### src/rtl/forward_history_buffer.sv
// Keeps the last FORWARDED_CLOCK_CYCLES table writes and cuckoo shifts, and forwards the newest record matching
// each table's read address. Capture takes 1 cycle and lookup is combinational. There is no backpressure: clk_en freezes the history.
module forward_history_buffer #(
  parameter int DATA_WIDTH             = 4,
  parameter int KEY_WIDTH              = 2,
  parameter int NUMBER_OF_TABLES       = 3,
  parameter int FORWARDED_CLOCK_CYCLES = 2,
  parameter int MAX_HASH_ADR_WIDTH     = 2,
  parameter int HASH_TABLE_ADR_WIDTH [NUMBER_OF_TABLES] = '{2, 2, 2}
) (
  input  logic                                                   clk,
  input  logic                                                   reset,
  input  logic                                                   clk_en,
  input  logic                                                   flush_i,
  input  logic [NUMBER_OF_TABLES-1:0]                            wr_en_i,
  input  logic [NUMBER_OF_TABLES-1:0][MAX_HASH_ADR_WIDTH-1:0]    wr_adr_i,
  input  logic [NUMBER_OF_TABLES-1:0][KEY_WIDTH-1:0]             wr_key_i,
  input  logic [NUMBER_OF_TABLES-1:0][DATA_WIDTH-1:0]            wr_data_i,
  input  logic [NUMBER_OF_TABLES-1:0]                            wr_valid_i,
  input  logic [NUMBER_OF_TABLES-2:0]                            shift_en_i,
  input  logic [NUMBER_OF_TABLES-2:0][MAX_HASH_ADR_WIDTH-1:0]    shift_adr_i,
  input  logic [NUMBER_OF_TABLES-1:0][MAX_HASH_ADR_WIDTH-1:0]    query_adr_i,
  output logic [NUMBER_OF_TABLES-1:0][MAX_HASH_ADR_WIDTH-1:0]    forward_hash_adr_o,
  output logic [NUMBER_OF_TABLES-1:0][KEY_WIDTH-1:0]             forward_key_o,
  output logic [NUMBER_OF_TABLES-1:0][DATA_WIDTH-1:0]            forward_data_o,
  output logic [NUMBER_OF_TABLES-1:0]                            forward_valid_o,
  output logic [NUMBER_OF_TABLES-1:0]                            forward_updated_mem_o,
  output logic [NUMBER_OF_TABLES-2:0][MAX_HASH_ADR_WIDTH-1:0]    forward_shift_hash_adr_o,
  output logic [NUMBER_OF_TABLES-2:0]                            forward_shift_valid_o
);
  localparam int T  = NUMBER_OF_TABLES;
  localparam int D  = FORWARDED_CLOCK_CYCLES;
  localparam int AW = MAX_HASH_ADR_WIDTH;

  typedef struct packed {
    logic                  tag;
    logic [AW-1:0]         adr;
    logic [KEY_WIDTH-1:0]  key;
    logic [DATA_WIDTH-1:0] data;
    logic                  valid;
  } wr_rec_t;

  typedef struct packed {
    logic          tag;
    logic [AW-1:0] adr;
  } sh_rec_t;

  wr_rec_t wr_hist [T][D];
  sh_rec_t sh_hist [T-1][D];

  // Only the low bits a table actually decodes take part in the match.
  function automatic logic [AW-1:0] adr_mask(input int w);
    return {AW{1'b1}} >> (AW - w);
  endfunction

  always_ff @(posedge clk) begin
    if (reset || flush_i) begin
      for (int t = 0; t < T; t++)
        for (int k = 0; k < D; k++) wr_hist[t][k] <= '0;
      for (int t = 0; t < T-1; t++)
        for (int k = 0; k < D; k++) sh_hist[t][k] <= '0;
    end else if (clk_en) begin
      for (int t = 0; t < T; t++) begin
        for (int k = D-1; k > 0; k--) wr_hist[t][k] <= wr_hist[t][k-1];
        wr_hist[t][0] <= {wr_en_i[t], wr_adr_i[t], wr_key_i[t], wr_data_i[t], wr_valid_i[t]};
      end
      for (int t = 0; t < T-1; t++) begin
        for (int k = D-1; k > 0; k--) sh_hist[t][k] <= sh_hist[t][k-1];
        sh_hist[t][0] <= {shift_en_i[t], shift_adr_i[t]};
      end
    end
  end

  // Scanning oldest to newest lets the lowest-index (newest) match overwrite older ones.
  always_comb begin
    forward_hash_adr_o       = '0;
    forward_key_o            = '0;
    forward_data_o           = '0;
    forward_valid_o          = '0;
    forward_updated_mem_o    = '0;
    forward_shift_hash_adr_o = '0;
    forward_shift_valid_o    = '0;
    for (int t = 0; t < T; t++) begin
      for (int k = D-1; k >= 0; k--) begin
        if (wr_hist[t][k].tag &&
            ((wr_hist[t][k].adr ^ query_adr_i[t]) & adr_mask(HASH_TABLE_ADR_WIDTH[t])) == '0) begin
          forward_updated_mem_o[t] = 1'b1;
          forward_hash_adr_o[t]    = wr_hist[t][k].adr;
          forward_key_o[t]         = wr_hist[t][k].key;
          forward_data_o[t]        = wr_hist[t][k].data;
          forward_valid_o[t]       = wr_hist[t][k].valid;
        end
      end
    end
    for (int t = 0; t < T-1; t++) begin
      for (int k = D-1; k >= 0; k--) begin
        if (sh_hist[t][k].tag &&
            ((sh_hist[t][k].adr ^ query_adr_i[t]) & adr_mask(HASH_TABLE_ADR_WIDTH[t])) == '0) begin
          forward_shift_valid_o[t]    = 1'b1;
          forward_shift_hash_adr_o[t] = sh_hist[t][k].adr;
        end
      end
    end
  end

endmodule

### config.mk
export PLATFORM = sky130hd
export DESIGN_NAME = forward_history_buffer
export DESIGN_NICKNAME = d
export VERILOG_FILES = /design/src/rtl/forward_history_buffer.sv
export SDC_FILE = /design/constraint.sdc
export NUM_CORES = 1
export LEC_CHECK = 0
export BUFFER_PORTS_ARGS = -buffer_cell sky130_fd_sc_hd__buf_2
export CAP_MARGIN = 10
export CORE_MARGIN = 2
export CORE_UTILIZATION = 54
export CTS_CLUSTER_DIAMETER = 60
export CTS_CLUSTER_SIZE = 40
export DETAILED_ROUTE_END_ITERATION = 16
export PLACE_DENSITY = 0.77
export SETUP_SLACK_MARGIN = 0.5
export SKIP_LAST_GASP = 1
export SLEW_MARGIN = 20
export SYNTH_ARGS = -nofsm -noshare
export SYNTH_HDL_FRONTEND = slang
export SYNTH_SLANG_ARGS = --single-unit
export TNS_END_PERCENT = 5
### constraint.sdc
create_clock -name clk -period 2.7 [get_ports clk]
set_input_delay 0.135 -clock clk [delete_from_list [all_inputs] [get_ports clk]]
set_output_delay 0.135 -clock clk [all_outputs]
set_load 0.005 [all_outputs]
==> metrics.txt <==
status=completed; most used flip-flop cell after synthesis=edfxtp_1; final hold vios=0; CP arrival=1910 ps; Max VDD drop=358 uV; CTS buffer count=9; CTS tree=done; Synth top area share=0.580; IO Count=82; Slowest cell on crit path=and3_1; Int Pwr=1.78 mW; Bufs and invs on worst path=1; Final GP Congestion=0.797; Core Footprint=6390 um^2; Sequential Power Share=0.577; pwr dens=547 nW/um^2; overall power=2.30 mW; synth cell count leaders=69 x and2_1, 69 x edfxtp_1, 46 x nand4_1; Multi-input gate area=1320 um^2; n_diodes=0; routed len/inst=14.6 um; fraction of layout cells with a size suffix above 1=0.285; postcts setup bufs=0; number of port buffers=81; dpl hpwl=4440 um; Leak Pwr=1.82 nW; largest net degree at the start of global routing=73; Starting DRT DRC Count=147; Slew Limit Fails=0; Net Count, Synth=338; max cap viols=0; RSZ-0062 raised after global routing=false; Rows=29; EDFF count, synth=69; DP Worst Slack=829 ps; combinational share of power=0.083; ys async rst share=0; CTS Buffer Depth=2; vias in the first global route=2319; Setup CP Type=flip-flop to output port; vias=2481; die width=85.3 um; Max stage delay on crit path=460 ps; Yosys reg bits=72; final net count=413; Req. time, crit path=2570 ps; worst-path fanout max=10; Setup crit start kind=flip-flop; worst-margin pin slew=727 ps; crit-path leading delay family=simple AND/OR/NAND/NOR gates; Max-slew headroom=0.512; Worst-path clk slew=80 ps; YS warnings=0; Register Area=2130 um^2; fin util=0.657; Max Clock Freq=489 MHz; Root Buffer=clkbuf_8; Seq/Total Area, Yosys=0.597; # DRC=0; Layout Skew=8.27 ps; placed insts=433; final setup vio count=0; Post-DP Area=4010 um^2; area of the die=7280 um^2; clock sink count=72; PnR worst setup slack=653 ps; Fillers=502; Yosys top cell by area=edfxtp_1; crit end category=output port; post-synthesis cell count=292; Fin Setup TNS=0 ps; Hold WS=69.2 ps; antenna violations before repair=0; mapped cell area=3570 um^2; vias per cell=5.53; Finished Cell Area=4200 um^2; minimum clock period=2050 ps; Distinct cells, synth=26; non-filler cells in the finished layout=449; Pre-Repair DR Iteration Count=4; clock share of power=0.341; Tcrit/Tclk final=0.758; Syn Area/Cell=12.2 um^2; cell chain of the critical path=xnor2_2, and3_1, o21ai_1, buf_2; drt total wl=6550 um; P_sw=0.516 mW; Starting Density=0.559; first-pass GRT wire length=10600 um; area grow syn2layout=17.6%; CTS H-tree lvls=3; switching part of the total power=0.225; GR Overflow Total=0; Total GRT Usage=0.187; class of the worst hold path=input port to flip-flop; height of the chip=85.3 um; clk_lat worst skew=330 ps; largest cells by area after synthesis=edfxtp_1 58%, and2_1 12%, nand4_1 8.1%; FF-to-FF setup slack=1720 ps; post-route ant nets=0
[cells in the final DEF (no fill, tap or decap), types with 2 or more instances in the layout]
| cell | instances |
|---|---|
| clkbuf_8 | 9 |
| mux2_2 | 2 |
| a22o_1 | 3 |
| xor2_1 | 2 |
| clkinv_1 | 2 |
| clkinv_2 | 2 |
| nand4_1 | 46 |
| and2_1 | 69 |
| inv_1 | 10 |
| xnor2_1 | 11 |
| mux2i_1 | 10 |
| buf_2 | 81 |
| xnor2_2 | 7 |
| nand2_1 | 3 |
| and3_1 | 2 |
| clkbuf_1 | 2 |
| edfxtp_1 | 69 |
| o21ai_0 | 2 |
| o21ai_1 | 18 |
| nand3_1 | 8 |
| dfxtp_1 | 3 |
| nor2_1 | 2 |
| a31o_1 | 2 |
[sequential cells by signal, indices dropped and copies added (netlist names)]
register  cells
wr_hist      60
sh_hist      12
[repair_timing]
item	4_1_cts	5_1_grt
hold buffers	0	0
resized for setup	0	1
endpoints found under the setup margin	0	1
[cell type report]
| type | instances | share of cell area |
|---|---|---|
| Timing Repair Buffer | 83 | 0.103 |
| Multi-Input combinational cell | 190 | 0.314 |
| Sequential cell | 72 | 0.508 |
| Clock inverter | 5 | 0.0113 |
| Clock buffer | 11 | 0.0313 |
| Tap cell | 77 | 0.0230 |
| Inverter | 11 | 0.00984 |
[cell families (layout without fill, tap and decap cells)]
family	after synthesis	count (layout)	synth area share
and+or+nand+nor	132	132	0.226
DFF	72	72	0.597
AOI/OAI and AO/OA	26	26	0.0424
xor gates and xnor gates	20	20	0.0617
buffers and inverters	30	110	0.0379
muxes	12	12	0.0344
[path summary, 6_finish.rpt]
path | start | end | depth (start not counted)
max | wr_hist[0][58] | forward_data_o[10] | 4
min | wr_data_i[11] | wr_hist[0][54] | 2
max reg2reg | wr_hist[0][39] | wr_hist[0][29] | 1
min reg2reg | sh_hist[1][1] | sh_hist[1][1] | 1
[layer usage]
| layer | routed length, um | vias up | GRT usage |
|---|---|---|---|
| met2 | 3160 | 81 | 0.291 |
| met1 | 2840 | 1157 | 0.254 |
| met4 | 170 | 0 | 0.0924 |
| li1 | - | 1227 | - |
| met5 | 0 | - | 0 |
| met3 | 387 | 16 | 0.0331 |
[power by group through the flow]
stage | combinational, mW | clock (mW) | sequential, mW
global placement | 0.184 | 0 | 1.34
global route | 0.210 | 0.851 | 1.33
CTS | 0.190 | 0.796 | 1.32
finish | 0.190 | 0.782 | 1.32
floorplan | 0.130 | 0 | 1.33
detailed placement | 0.190 | 0 | 1.35
(Power assumes the default switching activity.)
